### src/rtl/mem_access_unit.sv
// Load/store unit for the MEM stage: issues one data-bus access per instruction,
// stalls the pipeline until the response arrives, then aligns and extends load data.
module mem_access_unit #(
    parameter int unsigned RSP_TIMEOUT = 255
) (
    input  logic        clk,
    input  logic        rstn,
    input  logic [31:0] alu_result_mem,
    input  logic [31:0] rs2_data_mem,
    input  logic [2:0]  mem_op_mem,
    input  logic        is_load_mem,
    input  logic        is_store_mem,
    output logic        dmem_req_o,
    output logic        dmem_we_o,
    output logic [3:0]  dmem_be_o,
    output logic [31:0] dmem_addr_o,
    output logic [31:0] dmem_wdata_o,
    input  logic        dmem_gnt_i,
    input  logic        dmem_rvalid_i,
    input  logic [31:0] dmem_rdata_i,
    output logic        stall_o,
    output logic [31:0] load_data_o,
    output logic        mem_done_o,
    output logic        misaligned_o,
    output logic        bus_err_o,
    output logic [1:0]  state_dbg_o
);

    typedef enum logic [1:0] {
        IDLE     = 2'd0,
        WAIT_GNT = 2'd1,
        WAIT_RSP = 2'd2,
        DONE     = 2'd3
    } state_e;

    state_e      state_q, state_d;
    logic [31:0] rdata_q, rdata_d;
    logic [1:0]  off_q, off_d;
    logic [2:0]  op_q, op_d;
    logic        ld_q, ld_d;
    logic [15:0] cnt_q, cnt_d;
    logic        err_q, err_d;

    logic [1:0]  off;
    logic        mem_op;
    logic        aligned;
    logic        access;
    logic        is_st;
    logic        timeout_hit;
    logic        issuing;
    logic [7:0]  ld_byte;
    logic [15:0] ld_half;

    assign off         = alu_result_mem[1:0];
    assign mem_op      = is_load_mem | is_store_mem;
    // Both flags high is resolved as a load.
    assign is_st       = is_store_mem & ~is_load_mem;
    assign timeout_hit = (cnt_q == 16'(RSP_TIMEOUT));
    assign access      = mem_op & aligned;

    always_comb begin
        aligned = 1'b1;
        case (mem_op_mem[1:0])
            2'b00:   aligned = 1'b1;
            2'b01:   aligned = ~off[0];
            default: aligned = (off == 2'b00);
        endcase
    end

    // State register
    always_ff @(posedge clk) begin
        if (!rstn) begin
            state_q <= IDLE;
            rdata_q <= '0;
            off_q   <= '0;
            op_q    <= '0;
            ld_q    <= 1'b0;
            cnt_q   <= '0;
            err_q   <= 1'b0;
        end else begin
            state_q <= state_d;
            rdata_q <= rdata_d;
            off_q   <= off_d;
            op_q    <= op_d;
            ld_q    <= ld_d;
            cnt_q   <= cnt_d;
            err_q   <= err_d;
        end
    end

    // Next-state logic
    always_comb begin
        state_d = state_q;
        rdata_d = rdata_q;
        off_d   = off_q;
        op_d    = op_q;
        ld_d    = ld_q;
        cnt_d   = cnt_q;
        err_d   = err_q;
        case (state_q)
            IDLE: begin
                if (access) begin
                    off_d   = off;
                    op_d    = mem_op_mem;
                    ld_d    = is_load_mem;
                    err_d   = 1'b0;
                    rdata_d = '0;
                    cnt_d   = '0;
                    state_d = dmem_gnt_i ? WAIT_RSP : WAIT_GNT;
                end
            end
            WAIT_GNT: begin
                if (dmem_gnt_i) begin
                    cnt_d   = '0;
                    state_d = WAIT_RSP;
                end
            end
            WAIT_RSP: begin
                // A response in the timeout cycle still wins over the error.
                if (dmem_rvalid_i) begin
                    rdata_d = dmem_rdata_i;
                    state_d = DONE;
                end else if (timeout_hit) begin
                    err_d   = 1'b1;
                    state_d = DONE;
                end else if (cnt_q != 16'hFFFF) begin
                    cnt_d = cnt_q + 16'd1;
                end
            end
            DONE: begin
                state_d = IDLE;
            end
            default: state_d = IDLE;
        endcase
    end

    always_comb begin
        ld_byte = rdata_q[7:0];
        case (off_q)
            2'd0: ld_byte = rdata_q[7:0];
            2'd1: ld_byte = rdata_q[15:8];
            2'd2: ld_byte = rdata_q[23:16];
            2'd3: ld_byte = rdata_q[31:24];
            default: ld_byte = rdata_q[7:0];
        endcase
        ld_half = off_q[1] ? rdata_q[31:16] : rdata_q[15:0];
    end

    // Output logic
    always_comb begin
        dmem_req_o   = 1'b0;
        dmem_we_o    = 1'b0;
        dmem_be_o    = 4'b0000;
        dmem_addr_o  = '0;
        dmem_wdata_o = '0;
        stall_o      = 1'b0;
        load_data_o  = '0;
        mem_done_o   = 1'b0;
        misaligned_o = 1'b0;
        bus_err_o    = 1'b0;
        state_dbg_o  = state_q;

        issuing = rstn && (((state_q == IDLE) && access) || (state_q == WAIT_GNT));

        if (issuing) begin
            dmem_req_o  = 1'b1;
            dmem_addr_o = {alu_result_mem[31:2], 2'b00};
            if (is_st) begin
                dmem_we_o = 1'b1;
                case (mem_op_mem[1:0])
                    2'b00: begin
                        dmem_be_o    = 4'b0001 << off;
                        dmem_wdata_o = {4{rs2_data_mem[7:0]}};
                    end
                    2'b01: begin
                        dmem_be_o    = 4'b0011 << off;
                        dmem_wdata_o = {2{rs2_data_mem[15:0]}};
                    end
                    default: begin
                        dmem_be_o    = 4'b1111;
                        dmem_wdata_o = rs2_data_mem;
                    end
                endcase
            end else begin
                dmem_be_o = 4'b1111;
            end
        end

        stall_o = issuing || (rstn && (state_q == WAIT_RSP));

        if (rstn && (state_q == IDLE) && mem_op && !aligned) begin
            misaligned_o = 1'b1;
        end

        if (rstn && (state_q == DONE)) begin
            mem_done_o = 1'b1;
            bus_err_o  = err_q;
            if (ld_q && !err_q) begin
                case (op_q)
                    3'b000:  load_data_o = {{24{ld_byte[7]}}, ld_byte};
                    3'b001:  load_data_o = {{16{ld_half[15]}}, ld_half};
                    3'b100:  load_data_o = {24'd0, ld_byte};
                    3'b101:  load_data_o = {16'd0, ld_half};
                    default: load_data_o = rdata_q;
                endcase
            end
        end
    end

endmodule

### config.mk
export PLATFORM = sky130hd
export DESIGN_NAME = mem_access_unit
export DESIGN_NICKNAME = d
export VERILOG_FILES = /design/src/rtl/mem_access_unit.sv
export SDC_FILE = /design/constraint.sdc
export NUM_CORES = 1
export LEC_CHECK = 0
export CORE_UTILIZATION = 40
export CTS_BUF_LIST = sky130_fd_sc_hd__clkbuf_4
export CTS_CLUSTER_SIZE = 30
export DETAILED_ROUTE_END_ITERATION = 10
export PLACE_DENSITY = 0.8
export SETUP_SLACK_MARGIN = 0.2
export SYNTH_ARGS = -nofsm -noshare
export SYNTH_HDL_FRONTEND = slang
export SYNTH_SLANG_ARGS = --single-unit
### constraint.sdc
create_clock -name clk -period 7.04 [get_ports clk]
set_clock_uncertainty 0.15 [all_clocks]
set_input_delay 1.408 -clock clk [delete_from_list [all_inputs] [get_ports clk]]
set_output_delay 1.408 -clock clk [all_outputs]
set_load 0.02 [all_outputs]
==> results.ini <==
[timing]
max_slew.worst_pin.slew_ns = 1.267
fmax_mhz = 170.2
finalSetupTns_ns = 0
hold_viol = 0
grt_setup_unrepaired = false
layout_min_cycle_time_ns = 5.874
setup_viol = 0
fin_crit_sh = 0.8344
setup_ws_ns = 1.166
relSlewSlack = 0.1556
drv_slew = 0

[logic_synthesis]
ys_ff_latch = 57
yosys_warnings = 0
synth_seq_area_share = 0.2631
synth_edf_count = 0
synth_most_common_cell = a21oi_1
yosysTopAreaCell = dfxtp_1
yosys_most_used_dff = dfxtp_1
netlist_area_um2 = 4337
ys_top_cells_by_area = dfxtp_1 26%, a21oi_1 8.7%, and2_1 5.6%
synthDistinctLibCells = 59
synthesis.instances = 609
ys_async_sr_fraction = 0
synth_top_area_frac = 0.2631
syn_avg_cell_area_um2 = 7.121
ys_top_cells_by_count = 75 x a21oi_1, 57 x dfxtp_1, 49 x nor2_1

[critical_path]
critPathCaptureType = primary output
crit_arrival_ns = 4.32
max_stage_delay_ns = 0.91
path_max_fanout = 25
cp-start-kind = primary input
critPathMostFrequentCell = clkdlybuf4s50_1
path_class = in2out
crit_chain = clkdlybuf4s50_1, o21ai_2, a31oi_1, or4b_2, inv_1, and2_1, clkdlybuf4s50_1
required_ns = 5.48
slowest_stage = or4b_2

[finish]
layout-drive-gt1-share = 0.05089
nFillCells = 955
diodes = 0
syn_to_final_growth_pct = 50.98
layout.nets = 891

[routing]
dr.pass1.iters = 6
drc = 0
routedWlPerCell_um = 17.40
via_per_inst = 5.681
ant_nets = 0
drtIter0Drc = 423
wl_um = 16040
dr_total_vias = 5238

[clock_tree]
clk_pin_slew_worst_paths_ns = 0.10
h-tree-depth = 3
clk_path_buf_depth = 2
cts_num_sinks = 57
hold_buffers = 0
insertion_delay_ns = 0.41
cts_inserted_buffers = 9
post_cts_buffers = 0
cts_resized = 0
clockRootBuffer = clkbuf_4
cts_tree = done

[floorplan]
design.portCount = 213
initial_core_util = 0.4163
die_area_um2 = 11260
die_width_um = 106.1
fp.dieH_um = 106.1
core-area_um2 = 10420
rows = 37

[power]
peakVddDrop_mv = 0.1615
power.leakage_nw = 2.255
power_density_nw_per_um2 = 216.0

[grt]
gr-total-overflow = 0
grtUsageTotal = 0.2770
grt_pass1_vias = 5056
grt_pass1_wl_um = 24990
antenna_found_initial = 0
grt_max_degree = 69

[placement]
pre_cts_ws_ns = 1.184
portBuffers = 210
hpwl_um = 11910
gp_congestion = 0.8805

[flow_run]
drv_cap = 0

[min_path]
hold_path_class = reg2reg

[run_status]
status = finished clean

## area by class of cell
cell class | instances | area (um^2) | area share
clock buffers | 10 | 75.07 | 0.01147
clock inverters | 6 | 35.03 | 0.005351
inverters | 34 | 127.6 | 0.01949
multi-input cells | 463 | 2851 | 0.4355
flip-flops and latches | 57 | 1141 | 0.1743
well taps | 136 | 170.2 | 0.02599
repair buffers | 216 | 2147 | 0.3279
## layout by cell type, fill, tap and decap left out, types with 4 or more instances in the layout
master / instances
nand4_1: 5
a31oi_1: 12
buf_4: 6
o211ai_1: 14
o21a_1: 4
clkdlybuf4s50_1: 210
nand2_1: 46
dfxtp_1: 57
nor3_1: 5
a21oi_1: 75
mux2i_1: 24
nand3_1: 44
ha_1: 4
clkbuf_4: 10
and4b_1: 7
o221a_2: 7
o221ai_1: 8
nor2_1: 49
nand2b_1: 37
o31ai_1: 4
inv_1: 34
and2_1: 39
a221oi_1: 8
o21ai_0: 19
## metrics by stage
step | util | cell area [um^2] | power [W] | hold WS [ns] | instances
after floorplan | - | 4340 | 0.0009255 | 0.2958 | 610
after CTS | 0.6286 | 6548 | 0.001408 | 0.3270 | 922
after global placement | 0.6180 | 6437 | 0.001182 | 0.3050 | 906
final | 0.6286 | 6548 | 0.001414 | 0.3250 | 922
after detailed placement | 0.6180 | 6437 | 0.001208 | 0.3103 | 906
after global routing | 0.6286 | 6548 | 0.001491 | 0.3435 | 922
## metal layers
layer	share of wire	vias up	track usage
li1	-	2508	-
met1	0.38	2434	0.3100
met2	0.51	261	0.4898
met3	0.081	35	0.06867
met4	0.038	0	0.1300
met5	0	-	0
## power breakdown
group / internal, W / total (W) / switching [W]
combinational: 0.000325 / 0.000823 / 0.000498
sequential: 0.000353 / 0.000388 / 0.0000347
clock: 0.0000740 / 0.000203 / 0.000129
total: 0.000753 / 0.00141 / 0.000661
## final timing paths
kind                                from  slack (ns)  cells after the start                       end
max                    alu_result_mem[0]        1.17                      7           dmem_wdata_o[2]
min             rdata_q[20]$_SDFFE_PN0P_        0.33                      2  rdata_q[20]$_SDFFE_PN0P_
max reg2reg  state_dbg_o[0]$_SDFFE_PN0P_        3.41                      6    cnt_q[14]$_SDFFE_PN0P_
min reg2reg     rdata_q[20]$_SDFFE_PN0P_        0.33                      2  rdata_q[20]$_SDFFE_PN0P_
## sequential cells by signal (all words and copies together) (netlist names)
| register | flops |
|---|---|
| err_q | 1 |
| state_dbg_o | 2 |
| op_q | 3 |
| cnt_q | 16 |
| off_q | 2 |
| rdata_q | 32 |
| ld_q | 1 |
## critical path, delay by kind of cell
kind	cells	cell delay, ns
buf+inv	3	1.44
compound gates	2	0.38
simple gates	2	1.08
## cell families (layout without fill, tap and decap cells)
logic type               Yosys count  in the layout  synth area share
AO/OA/AOI/OAI                    170            170            0.2516
multiplexers                      25             25           0.05799
other                              1              2         0.0008647
flip-flops                        57             57            0.2631
AND/OR/NAND/NOR                  261            261            0.3280
adder cells (fa/ha/maj)            5              5           0.01443
buffers and inverters             90            266           0.08396
Note: power is estimated with default switching activity, not from simulation.
